### src/rtl/uart_rx_framer.sv
// rtl/uart_rx_framer.sv - UART receive framer: synchronizer, frame FSM, single-word output register
module uart_rx_framer #(
    parameter int DATA_W       = 8,
    parameter int CLKS_PER_BIT = 16,
    parameter int PARITY_EN    = 0,
    parameter int PARITY_ODD   = 0,
    parameter int STOP_BITS    = 1
) (
    input  logic              clk,
    input  logic              rst,
    input  logic              start_rx,
    input  logic              rxd,
    input  logic              out_ready,
    output logic              out_valid,
    output logic [DATA_W-1:0] data,
    output logic              parity_err,
    output logic              frame_err,
    output logic              overrun,
    output logic              busy
);

    localparam int CNT_W = $clog2(CLKS_PER_BIT);
    localparam logic [CNT_W-1:0] FULL = CNT_W'(CLKS_PER_BIT - 1);
    localparam logic [CNT_W-1:0] HALF = CNT_W'(CLKS_PER_BIT / 2 - 1);
    localparam logic [3:0]       LAST_BIT  = 4'(DATA_W - 1);
    localparam logic             LAST_STOP = 1'(STOP_BITS - 1);
    localparam logic             ODD       = (PARITY_ODD != 0);

    typedef enum logic [2:0] {
        IDLE, START, DATA, PARITY, STOP, WAIT_IDLE
    } state_t;

    state_t            state, state_n;
    logic [CNT_W-1:0]  cnt, cnt_n;
    logic [3:0]        bit_idx, bit_idx_n;
    logic [DATA_W-1:0] shreg, shreg_n;
    logic              par_bit, par_bit_n;
    logic              stop_idx, stop_idx_n;
    logic              rxd_m, rxd_s;
    logic              done, bad_stop, word_perr;

    // Parity is folded over the data bits plus the received parity bit
    assign word_perr = (PARITY_EN != 0) && ((^{shreg, par_bit}) != ODD);
    assign busy      = (state != IDLE);

    always_comb begin
        state_n    = state;
        cnt_n      = cnt;
        bit_idx_n  = bit_idx;
        shreg_n    = shreg;
        par_bit_n  = par_bit;
        stop_idx_n = stop_idx;
        done       = 1'b0;
        bad_stop   = 1'b0;
        case (state)
            IDLE: begin
                if (start_rx && !rxd_s) begin
                    state_n = START;
                    cnt_n   = HALF;
                end
            end
            START: begin
                if (cnt != '0) begin
                    cnt_n = cnt - 1'b1;
                end else if (rxd_s) begin
                    state_n = IDLE;
                end else begin
                    state_n   = DATA;
                    cnt_n     = FULL;
                    bit_idx_n = '0;
                end
            end
            DATA: begin
                if (cnt != '0) begin
                    cnt_n = cnt - 1'b1;
                end else begin
                    shreg_n = {rxd_s, shreg[DATA_W-1:1]};
                    cnt_n   = FULL;
                    if (bit_idx == LAST_BIT) begin
                        state_n    = (PARITY_EN != 0) ? PARITY : STOP;
                        stop_idx_n = 1'b0;
                    end else begin
                        bit_idx_n = bit_idx + 1'b1;
                    end
                end
            end
            PARITY: begin
                if (cnt != '0) begin
                    cnt_n = cnt - 1'b1;
                end else begin
                    par_bit_n  = rxd_s;
                    cnt_n      = FULL;
                    state_n    = STOP;
                    stop_idx_n = 1'b0;
                end
            end
            STOP: begin
                if (cnt != '0) begin
                    cnt_n = cnt - 1'b1;
                end else if (!rxd_s) begin
                    bad_stop = 1'b1;
                    state_n  = WAIT_IDLE;
                    cnt_n    = FULL;
                end else if (stop_idx == LAST_STOP) begin
                    done    = 1'b1;
                    state_n = IDLE;
                end else begin
                    stop_idx_n = 1'b1;
                    cnt_n      = FULL;
                end
            end
            WAIT_IDLE: begin
                // Needs a full bit time of continuous idle before re-arming
                if (!rxd_s) begin
                    cnt_n = FULL;
                end else if (cnt == '0) begin
                    state_n = IDLE;
                end else begin
                    cnt_n = cnt - 1'b1;
                end
            end
            default: state_n = IDLE;
        endcase
    end

    always_ff @(posedge clk) begin
        if (rst) begin
            rxd_m      <= 1'b1;
            rxd_s      <= 1'b1;
            state      <= IDLE;
            cnt        <= '0;
            bit_idx    <= '0;
            shreg      <= '0;
            par_bit    <= 1'b0;
            stop_idx   <= 1'b0;
            out_valid  <= 1'b0;
            data       <= '0;
            parity_err <= 1'b0;
            frame_err  <= 1'b0;
            overrun    <= 1'b0;
        end else begin
            rxd_m      <= rxd;
            rxd_s      <= rxd_m;
            state      <= state_n;
            cnt        <= cnt_n;
            bit_idx    <= bit_idx_n;
            shreg      <= shreg_n;
            par_bit    <= par_bit_n;
            stop_idx   <= stop_idx_n;
            frame_err  <= bad_stop;
            overrun    <= done && out_valid && !out_ready;
            // A word completing while the old one drains replaces it without a gap
            if (done && (!out_valid || out_ready)) begin
                out_valid  <= 1'b1;
                data       <= shreg;
                parity_err <= word_perr;
            end else if (out_valid && out_ready) begin
                out_valid <= 1'b0;
            end
        end
    end

endmodule
### config.mk
export PLATFORM = sky130hd
export DESIGN_NAME = uart_rx_framer
export DESIGN_NICKNAME = d
export VERILOG_FILES = /design/src/rtl/uart_rx_framer.sv
export SDC_FILE = /design/constraint.sdc
export NUM_CORES = 1
export LEC_CHECK = 0
export CAP_MARGIN = 0
export CORE_MARGIN = 5
export CORE_UTILIZATION = 57
export DETAILED_ROUTE_END_ITERATION = 10
export GPL_ROUTABILITY_DRIVEN = 0
export MAX_ROUTING_LAYER = met4
export PLACE_DENSITY = 0.82
export SYNTH_ARGS = -nofsm -noshare
export SYNTH_HDL_FRONTEND = slang
export SYNTH_SLANG_ARGS = --single-unit
### constraint.sdc
create_clock -name clk -period 3 [get_ports clk]
set_input_delay 0.6 -clock clk [delete_from_list [all_inputs] [get_ports clk]]
set_output_delay 0.6 -clock clk [all_outputs]
set_load 0.02 [all_outputs]
* Yosys cells after proc, flatten, opt, wreduce, memory -nomap -nowiden
Index checks and enable logic that the tools add are counted.
** Cells by class
- Add/sub/neg operators :: 2
- Equal/unequal tests :: 21
- Muxes and demuxes :: 41
- Bitwise operators :: 2
- Reductions and logical operators :: 24
** Operators with widths (number)
- $mux W4 :: 13
- $mux W3 :: 10
- $ne A2 B2 Y1 const B :: 11
- $pmux W4 S5 :: 1
- $pmux W3 S6 :: 1
- $mux W1 :: 13
- $reduce_and A5 Y1 :: 2
- $ne A3 B3 Y1 const B :: 3
- $reduce_and A9 Y1 :: 1
- $pmux W4 S2 :: 1
- $eq A3 B2 Y1 const B :: 2
- $eq A3 B3 Y1 const B :: 2
- $reduce_and A6 Y1 :: 1
- $reduce_bool A3 Y1 :: 2
- $logic_and A1 B1 Y1 :: 5
- $reduce_bool A5 Y1 :: 1
- $add A4 B1 Y4 const B :: 1
- $eq A4 B3 Y1 const B :: 1
- $logic_not A4 Y1 :: 1
- $ne A4 B4 Y1 const B :: 1
- $reduce_bool A2 Y1 :: 2
- $reduce_bool A4 Y1 :: 1
- $sub A4 B1 Y4 const B :: 1
- $eq A3 B1 Y1 const B :: 1
- other kinds (9) :: 12
** Word-level totals
- Register bits after elaboration :: 33
- Bits of input ports :: 5
- Output and inout bits :: 13
- Word-level logic and storage cells :: 101

* Logic depth before layout (Yosys ltp)
Gate-level depths: netlist of run 1.
- Word-level depth :: 6
- Mapped depth :: 8
- Mapped depth without buffers :: 7

* Least setup slack after synthesis of run 1
Ideal clock, no wire load.
- Path kind :: register -> register
- From :: register cnt[0]
- To :: register data[0]
- Setup time :: 128 ps
- Data arrival time :: 1576 ps
- Required time :: 2872 ps
- Setup slack :: 1297 ps
- Cell stages (with the launch flop) :: 9
- Buffers on the path :: 1
- Period minus slack after synthesis :: 1703 ps
- Cell sequence :: dfxtp_1 > inv_1 > ha_1 > nor3b_4 > nand4_1 > nand2b_1 > buf_2 > mux2i_1 > nor2_1
** Between the ends
- Longest elaborated chain between the ends :: 4
** Ends and longest elaborated chain
- start, declared :: line 34 : logic [CNT_W-1:0] cnt, cnt_n;
- start signal, assigned :: line 145 : cnt <= cnt_n;
- $reduce_bool A4 Y1 :: line 98 : if (cnt != '0) begin
- $mux W1 :: line 98
- $mux W1 :: line 55 : case (state)
- $logic_and A1 B1 Y1 :: line 153 : if (done && (!out_valid || out_ready)) begin
- end signal, assigned :: line 155 : data <= shreg;
- end, declared :: line 15 : output logic [DATA_W-1:0] data,
No other way between the ends.
A chain may end at the register's enable or synchronous reset.

* Worst setup path after layout of run 1
- From :: register state[2]
- To :: output busy
** Between the ends
- Longest elaborated chain between the ends :: 1
** Ends and longest elaborated chain
- start, declared :: line 33 : state_t state, state_n;
- start signal, assigned :: line 144 : state <= state_n;
- $reduce_bool A3 Y1 :: line 44 : assign busy = (state != IDLE);
- end, declared :: line 19 : output logic busy
No other way between the ends.

==> results, run 1 <==
- The run finished with clean final reports.
- Headroom to the max-slew limit came out at 64.6%.
- The leakage component of the power is 0.000705 uW.
- The synthesized design contains 32 register bits.
- STA puts the critical path data arrival time at approximately 1.8 ns.
- The synthesized netlist devotes 1.79% of its cell area to adder and majority cells.
- The count of buffers inserted at the top-level ports is 16.
- In this run, synthesis inferred 0 flip-flops with an integrated enable.
- Based on the critical path, the design can be clocked at up to about 0.42 GHz.
- In this run, the number of DRC markers left after iteration 0 of detailed routing was 20.
- The wire length of the first global-routing pass is 4330 um.
- In the synthesized netlist the dominant register cell turns out to be sky130_fd_sc_hd__dfxtp_1.
- The net count reported at finish is 175.
- The post-synthesis instance area is 0.00140 mm2.
- The number of slew-limit violations in the final report is 0.
- The number of vias per cell is 5.60.
- The final-report hold violation count is 0.
- The average detailed-routed wire length per instance is around 13 um.
- In this run the clock root is driven by a sky130_fd_sc_hd__clkbuf_4.
- For this run, the number of Yosys warnings is 0.
- The antenna violation net count after detailed routing is 0.
- Entering global routing, the biggest net connects 33 pins.
- In the layout the commonest cells are sky130_fd_sc_hd__dfxtp_1 (32), sky130_fd_sc_hd__nor2_1 (31), sky130_fd_sc_hd__clkdlybuf4s50_1 (16), sky130_fd_sc_hd__mux2i_1 (15), sky130_fd_sc_hd__nor3_1 (9).
- The die outline area is approximately 0.0035 mm2.
- For this design, the slowest cell found on the critical path is sky130_fd_sc_hd__dfxtp_1.
- The TritonCTS clock tree is done.
- The number of antenna violations at the first check in global routing is 0.
- The completed layout was analyzed and its total power is 757 uW.
- The number of buffers and inverters on the critical path is 2.
- The clock tree synthesis step divided the H-tree into 2 levels.
- The first-pass iteration count of the detailed router is 5.
- The total core area is 0.00241 mm2.
- The clock net in this run drives a total of 32 sinks.
- After synthesis, the mean cell area works out to 9.14 um2.
- Once the floorplan was initialized, standard cells occupied 58.0% of the core.
- The worst setup path is captured at an output port.
- Along the worst path, the maximum fanout reaches 15.
- The number of rows in the core area is 18.
- Summing all multi-input logic gate instances after layout gives approximately 690 um2.
- The final design instance area without fill is 0.00162 mm2.
- The share of async-settable or async-resettable flops after synthesis is 0%.
- The power per cell area is roughly 470 mW/mm2.
- For this block, the routed nets add up to between 2000 and 3000 um of wire.
- The worst-skew pair later-pin latency is 0.33 ns.
- Broken down by cell family, the worst path's largest delay share belongs to buffers and inverters.
- Measured against the total synthesized area, the mux share comes to 11.5%.
- The critical path goes through nor3_1, inv_1, clkdlybuf4s50_1.
- Once placement finished, the instance area stood at 0.00156 mm2.
- The die boundary width is 59.5 um.
- Clock-pin slew was measured on the worst setup and hold paths at roughly 0.10 ns.
- Summing the sequential cell areas from Yosys gives 45.8% of the chip area.
- The area growth from synthesis to layout is 15.8%.
- The final period demand of the worst path is 2.35 ns.
- The main combinational cell family by area after synthesis is simple AND/OR/NAND/NOR gates.
- Across all layers, the routed design uses 1,109 vias.
- The proportion of layout cells with a drive suffix above 1 is 10.1%.
- After detailed placement, the design holds a cell count of 191.
- Counting the buffers created by CTS gives 5.
- The largest voltage drop on the vdd net is 0.396 mV.
- Setup violations remaining at the end of the flow were counted as 0.
- The worst hold path belongs to the class register to register.
- Setup repair after global routing left no endpoint under its margin.
- Leaving out fill and tap cells, the most frequent cell in the layout is sky130_fd_sc_hd__dfxtp_1.
- The gate count after technology mapping is 153.
- The detailed-route DRC error count is 0.
- The via count of the first global-routing pass is 1,020.
- The worst setup path is of the register to output port kind.
- The synthesized netlist devotes 11.4% of its cell area to compound gates.
- The total global routing overflow is 0.
- The fraction of the mapped netlist area in simple logic gates is between 20 and 25%.
- Buffers added to address setup during post-CTS repair amount to 0.
- The register cell area after layout is 641 um2.
- For this design the top-level I/O count stands at 18.
- The placed wire-length estimate after detailed placement is 1740 um.
- Buffers inserted to repair hold after CTS numbered 0.
- The slack of the critical path is 0.646 ns.
- At the pin with the least slew margin, the transition time is 0.529 ns.
- The required time of the critical path is ~2.4 ns.
- The largest single stage delay on the critical path is approximately 0.6 ns.
- The number of diodes added for antenna fixing is 0.
- The number of instances resized during post-cts repair is 0.
- The post-placement worst setup slack is 0.939 ns.
- For this run, the total global-route usage over all layers was measured as about 17%.
- The total of max-cap violations is 0.
- The largest clock skew in the final design is 0.0103 ns.
- In the finished design, the share of the clock period the worst path needs comes to roughly 80%.
- After Yosys synthesis, XOR and XNOR cells account for 0% of the synthesized area.
- After routing, the total negative slack on setup checks comes to 0 ns.
- The startpoint type of the worst setup path is a register.
- The fill cell total of the finished layout is about 180.
- The synthesized netlist net count is 160.
- The netlist uses 40 different library cells.
- Counting along the longest clock path gives a buffer depth of 2.
- From bottom edge to top edge, the die measures 59.5 um.
- Excluding fillers, the count of instances in the completed layout stands at 198.
==> layer usage <==
layer | track usage, % | vias up | wire length (um)
li1 | - | 563 | -
met1 | 19.1 | 523 | 1200
met2 | 26.4 | 19 | 1190
met3 | 5.88 | 4 | 103
met4 | 6.96 | 0 | 33
met5 | - | - | 0
==> worst paths after layout <==
check	start	to	slack, ns	cells past startpoint
setup / recovery	state[2]$_SDFFE_PP0P_	busy	0.65	3
hold reg to reg	rxd_m$_SDFF_PP1_	rxd_s$_SDFF_PP1_	0.41	1
setup reg to reg	cnt[1]$_SDFFE_PP0P_	bit_idx[0]$_SDFFE_PP0P_	0.92	6
hold / removal	rxd_m$_SDFF_PP1_	rxd_s$_SDFF_PP1_	0.41	1
==> synthesized netlist by cell type, types with 2 or more instances <==
cell type,number,area share [%]
sky130_fd_sc_hd__nand4_1,2,0.89
sky130_fd_sc_hd__or2_2,3,1.3
sky130_fd_sc_hd__clkbuf_1,4,1.1
sky130_fd_sc_hd__nand3_1,3,1.1
sky130_fd_sc_hd__nor3_1,9,3.2
sky130_fd_sc_hd__nor2_1,31,8.3
sky130_fd_sc_hd__a21oi_1,8,2.9
sky130_fd_sc_hd__o21ai_0,3,1.1
sky130_fd_sc_hd__nand2b_1,3,1.3
sky130_fd_sc_hd__dfxtp_1,32,46
sky130_fd_sc_hd__a22oi_1,2,1.1
sky130_fd_sc_hd__ha_1,2,1.8
sky130_fd_sc_hd__mux2i_1,15,11
sky130_fd_sc_hd__nor3b_4,2,2.7
sky130_fd_sc_hd__buf_2,3,1.1
sky130_fd_sc_hd__inv_1,4,1.1
sky130_fd_sc_hd__a211oi_1,2,1.1
sky130_fd_sc_hd__nand2_1,3,0.80
==> sequential cells by signal (all words and copies together), names as in the netlist <==
register / flops
data: 8
shreg: 8
bit_idx: 4
cnt: 4
state: 3
frame_err: 1
out_valid: 1
overrun: 1
rxd_m: 1
rxd_s: 1
==> worst reg2reg max path, delay by kind of cell, from the launching register on <==
kind	cells	cell delay [ns]
adder cells (fa/ha/maj)	1	0.20
AND/OR/NAND/NOR	3	1.24
multiplexers	1	0.20
flip-flops	1	0.34
buffers and inverters	1	0.07
==> cells by family (layout without fill, tap and decap cells) <==
kind of cell	count (synthesis)	after routing
buffers and inverters	13	28
multiplexers	16	16
adder cells (fa/ha/maj)	2	2
flip-flops	32	32
AO/OA/AOI/OAI	24	24
other	1	1
AND/OR/NAND/NOR	65	65
==> per-stage QoR <==
stage	utilization [%]	hold WS, ns
final	67.2	0.407
after global routing	67.2	0.436
after CTS	67.2	0.417
after detailed placement	64.5	0.400
after global placement	64.5	0.394
after floorplan	-	0.389
==> layout make-up <==
class,count,share of cell area (%)
Multi-Input combinational cell,108,42.9
Sequential cell,32,39.5
Timing Repair Buffer,17,10.3
Clock buffer,7,4.02
Tap cell,30,2.32
Inverter,4,0.927
==> power by group <==
part	internal, uW	total [uW]	switching, uW
registers	429	434	5.27
logic	22.1	51.7	29.6
clock network	133	272	139
No activity file was read; power rests on OpenSTA's default activity.
==> inputs of run 2 (changes only) <==
--- a/config.mk
+++ b/config.mk
@@ -7,11 +7,11 @@
 export LEC_CHECK = 0
 export CAP_MARGIN = 0
 export CORE_MARGIN = 5
-export CORE_UTILIZATION = 57
+export CORE_UTILIZATION = 53
 export DETAILED_ROUTE_END_ITERATION = 10
 export GPL_ROUTABILITY_DRIVEN = 0
 export MAX_ROUTING_LAYER = met4
-export PLACE_DENSITY = 0.82
+export PLACE_DENSITY = 0.77
 export SYNTH_ARGS = -nofsm -noshare
 export SYNTH_HDL_FRONTEND = slang
 export SYNTH_SLANG_ARGS = --single-unit
==> constraint.sdc (replaced) <==
create_clock -name clk -period 2.21 [get_ports clk]
set_input_delay 0.442 -clock clk [delete_from_list [all_inputs] [get_ports clk]]
set_output_delay 0.442 -clock clk [all_outputs]
set_load 0.02 [all_outputs]
==> run 2 against run 1 <==
  * Non-clock buffer count is 4 higher
  * Combinational power is 48% higher
  * Register-to-register slack worse by 0.57 ns
  * Setup slack worse by 0.56 ns
  * Clock power is 22% higher
  * Power is 32% higher
  * Sequential cell count stayed put
  * Clock skew is 0.0011 ns lower
  * Largest power group unchanged
==> results, run 2 (synthesis results as in run 1) <==
- The flow ran to the end, and the final reports show no timing, DRC or antenna violations.
- The signal on the critical path passes through nor3_2, inv_1, clkdlybuf4s50_1.
- The placed wire-length estimate after detailed placement is 1940 um (+12%).
- For this run, the top clock speed supported by timing is roughly 0.47 GHz.
- The fill cell total of the finished layout came to 216 (+19%).
- The number of antenna violations at the first check in global routing is 0 (unchanged).
- The detailed-route DRC error count is 0 (unchanged).
- The critical path arrival came to 1.68 ns (-0.07 ns).
- The reg2reg setup slack is 0.35 ns (-0.57 ns).
- The clock net sink count is 32 (unchanged).
- The number of rows in the core area was 18 (unchanged).
- The sequential cell fraction of total power came to 59.0% (+1.7 points).
- The number of diodes added for antenna fixing is 0 (unchanged).
- The net count reported at finish is 179 (+2.3%).
- The total core area was 0.00250 mm2 (+3.7%).
- The placement-stage cell area came to 0.00159 mm2 (+1.9%).
- The wire length of the first global-routing pass is 4810 um (+11%).
- The total internal power was 738 uW (+27%).
- The antenna violation net count after detailed routing came to 0 (unchanged).
- The library cells used most frequently in the layout, excluding fill and tap cells, are sky130_fd_sc_hd__nor2_1 (31), sky130_fd_sc_hd__dfxtp_1 (31), sky130_fd_sc_hd__clkdlybuf4s50_1 (16), sky130_fd_sc_hd__mux2i_1 (15).
- The worst setup path is captured at an output port.
- The clock input transition at the sequential cells of the worst setup and hold paths is 0.11 ns (about the same).
- The average detailed-routed wire length per instance came to 13.5 um (+5.9%).
- The worst stage delay on the critical path was 0.60 ns (about the same).
- The final instance count without filler cells is 203 (+2.5%).
- The standard cell with the maximum stage delay on the critical path is sky130_fd_sc_hd__clkdlybuf4s50_1.
- The TritonCTS buffer count came to 5 (unchanged).
- The initial core utilization is 56.0% (-2.1 points).
- The part of the total power dissipated in combinational logic was 7.7% (+0.9 points).
- The post-placement worst setup slack was 0.381 ns (-0.558 ns).
- The total global routing overflow is 0 (unchanged).
- The clock power share is 33.4% (-2.5 points).
- The largest registers in the layout are data x8, shreg x8.
- The count of buffers inserted at the top-level ports is 16 (unchanged).
- The number of cell instances on the worst register-to-register path was 6 (unchanged).
- The total detailed-routing wirelength is 2730 um (+8.5%).
- The worst-skew pair later-pin latency is 0.34 ns (about the same).
- The final design instance area without fill is 0.00165 mm2 (+1.7%).
- The global-route usage over all layers was 18.2% (+1.5 points).
- The proportion of layout cells with a drive suffix above 1 is 13.9% (+3.8 points).
- The final-report hold violation count came to 0 (unchanged).
- The min-delay analysis places its worst path in the category register to register.
- The category of the critical setup timing path is register to output port.
- The power spent charging and discharging nets is 260 uW (+49%).
- The most critical setup path has its startpoint at state[0]$_SDFFE_PP0P_.
- The leakage component of the power was 0.000723 uW (+2.6%).
- The die outline area is 0.00377 mm2 (+6.3%).
- The proportion of total power due to net switching is 26.0% (+3.1 points).
- The number of vias per cell is 5.50 (-1.8%).
- The clock tree buffer depth came to 2 (unchanged).
- The worst register-to-register path begins at bit_idx[0]$_SDFFE_PP0P_.
- The die boundary width is 61.4 um (+3.1%).
- The die height was 61.4 um (+3.1%).
- The total of max-cap violations was 0 (unchanged).
- The worst path uses 96.0% of the clock period.
- The number of instances on the worst hold path is 1 (unchanged).
- The TritonCTS clock tree is done.
- The final period demand of the worst path is 2.12 ns.
- The pin count of the biggest net entering global routing is 22 (-33%).
- The startpoint type of the worst setup path is a register.
- From synthesis to final layout, the design area changed by 17.8%.
- The register cell area after layout is 642 um2 (+0.20%).
- The number of slew-limit violations in the final report was 0 (unchanged).
- The most critical setup path has its endpoint at busy.
- The final setup violation count is 0 (unchanged).
- The root buffer cell chosen for the clock tree is sky130_fd_sc_hd__clkbuf_4.
- Setup repair after global routing left no endpoint under its margin.
- The largest clock skew in the final design came to 0.00927 ns (-0.00105 ns).
- The boundary pin count is 18 (unchanged).
- The reg-to-reg critical path endpoint is bit_idx[3]$_SDFFE_PP0P_.
- The number of cells after detailed placement is 195 (+2.1%).
- The power per cell area is 606 mW/mm2 (+30%).
- The total negative slack is 0 ns (unchanged).
- The area of combinational cells with multiple inputs was 699 um2 (+0.72%).
- The number of H-tree branching levels was 2 (unchanged).
- The slack of the critical path is 0.0894 ns (-0.557 ns).
- The required time of the critical path is 1.77 ns (-0.63 ns).
- The violation count after the first detailed-routing iteration is 42 (+110%).
- The first-pass iteration count of the detailed router is 4 (-1).
- The total via count after detailed routing is 1,117 (+0.72%).
- The largest voltage drop on the vdd net was 0.409 mV (+3.2%).
- The via count of the first global-routing pass is 1,068 (+4.7%).
- The worst-path maximum fanout is 9 (-6).
==> run 2: worst min-delay path by stage <==
stage | startpoint | end | slack, ns
final | rxd_m$_SDFF_PP1_ | rxd_s$_SDFF_PP1_ | 0.41
after global routing | rxd_m$_SDFF_PP1_ | rxd_s$_SDFF_PP1_ | 0.45
after CTS | rxd_m$_SDFF_PP1_ | rxd_s$_SDFF_PP1_ | 0.42
after detailed placement | rxd_m$_SDFF_PP1_ | rxd_s$_SDFF_PP1_ | 0.39
after global placement | rxd_m$_SDFF_PP1_ | rxd_s$_SDFF_PP1_ | 0.39
after floorplan | rxd_m$_SDFF_PP1_ | rxd_s$_SDFF_PP1_ | 0.39
==> run 2: power by group through the flow <==
stage | combinational, uW | clock [uW] | sequential, uW
floorplan | 54.5 | 0 | 600
global placement | 72.6 | 0 | 602
detailed placement | 75.6 | 0 | 602
CTS | 76.2 | 345 | 589
global route | 85.9 | 384 | 591
finish | 76.4 | 333 | 589
==> run 2: timing repair <==
| item | 4_1_cts | 5_1_grt |
|---|---|---|
| gates resized for setup | 0 | 2 |
| hold buffers | 0 | 0 |
| buffers inserted | 0 | 0 |
| endpoints found under the setup margin | 0 | 1 |
==> run 2: critical path: cells and delay by family (launching register included) <==
kind,cells,cell delay (ns)
buf+inv,2,0.67
flops,1,0.56
simple gates,1,0.11
==> run 2: final cells by class <==
cell class	count	area share [%]
Multi-Input combinational cell	108	42.4
Sequential cell	32	39.0
Timing Repair Buffer	21	12.0
Clock buffer	5	2.28
Tap cell	30	2.28
Clock inverter	3	1.14
Inverter	4	0.911
==> run 2: layer usage <==
metal,routed length (um),global-route usage (%),share of wire (%)
met1,1240,21.4,45
met2,1320,28.1,48
met3,126,6.92,4.6
met4,46,7.27,1.7
met5,0,-,0
==> run 2: metrics by stage <==
step	hold slack, ns	util (%)	total power [uW]
6_report	0.415	65.9	998
5_1_grt	0.447	65.9	1060
4_1_cts	0.417	65.7	1010
3_5_place_dp	0.393	63.4	678
3_3_place_gp	0.394	63.4	674
2_1_floorplan	0.389	-	654
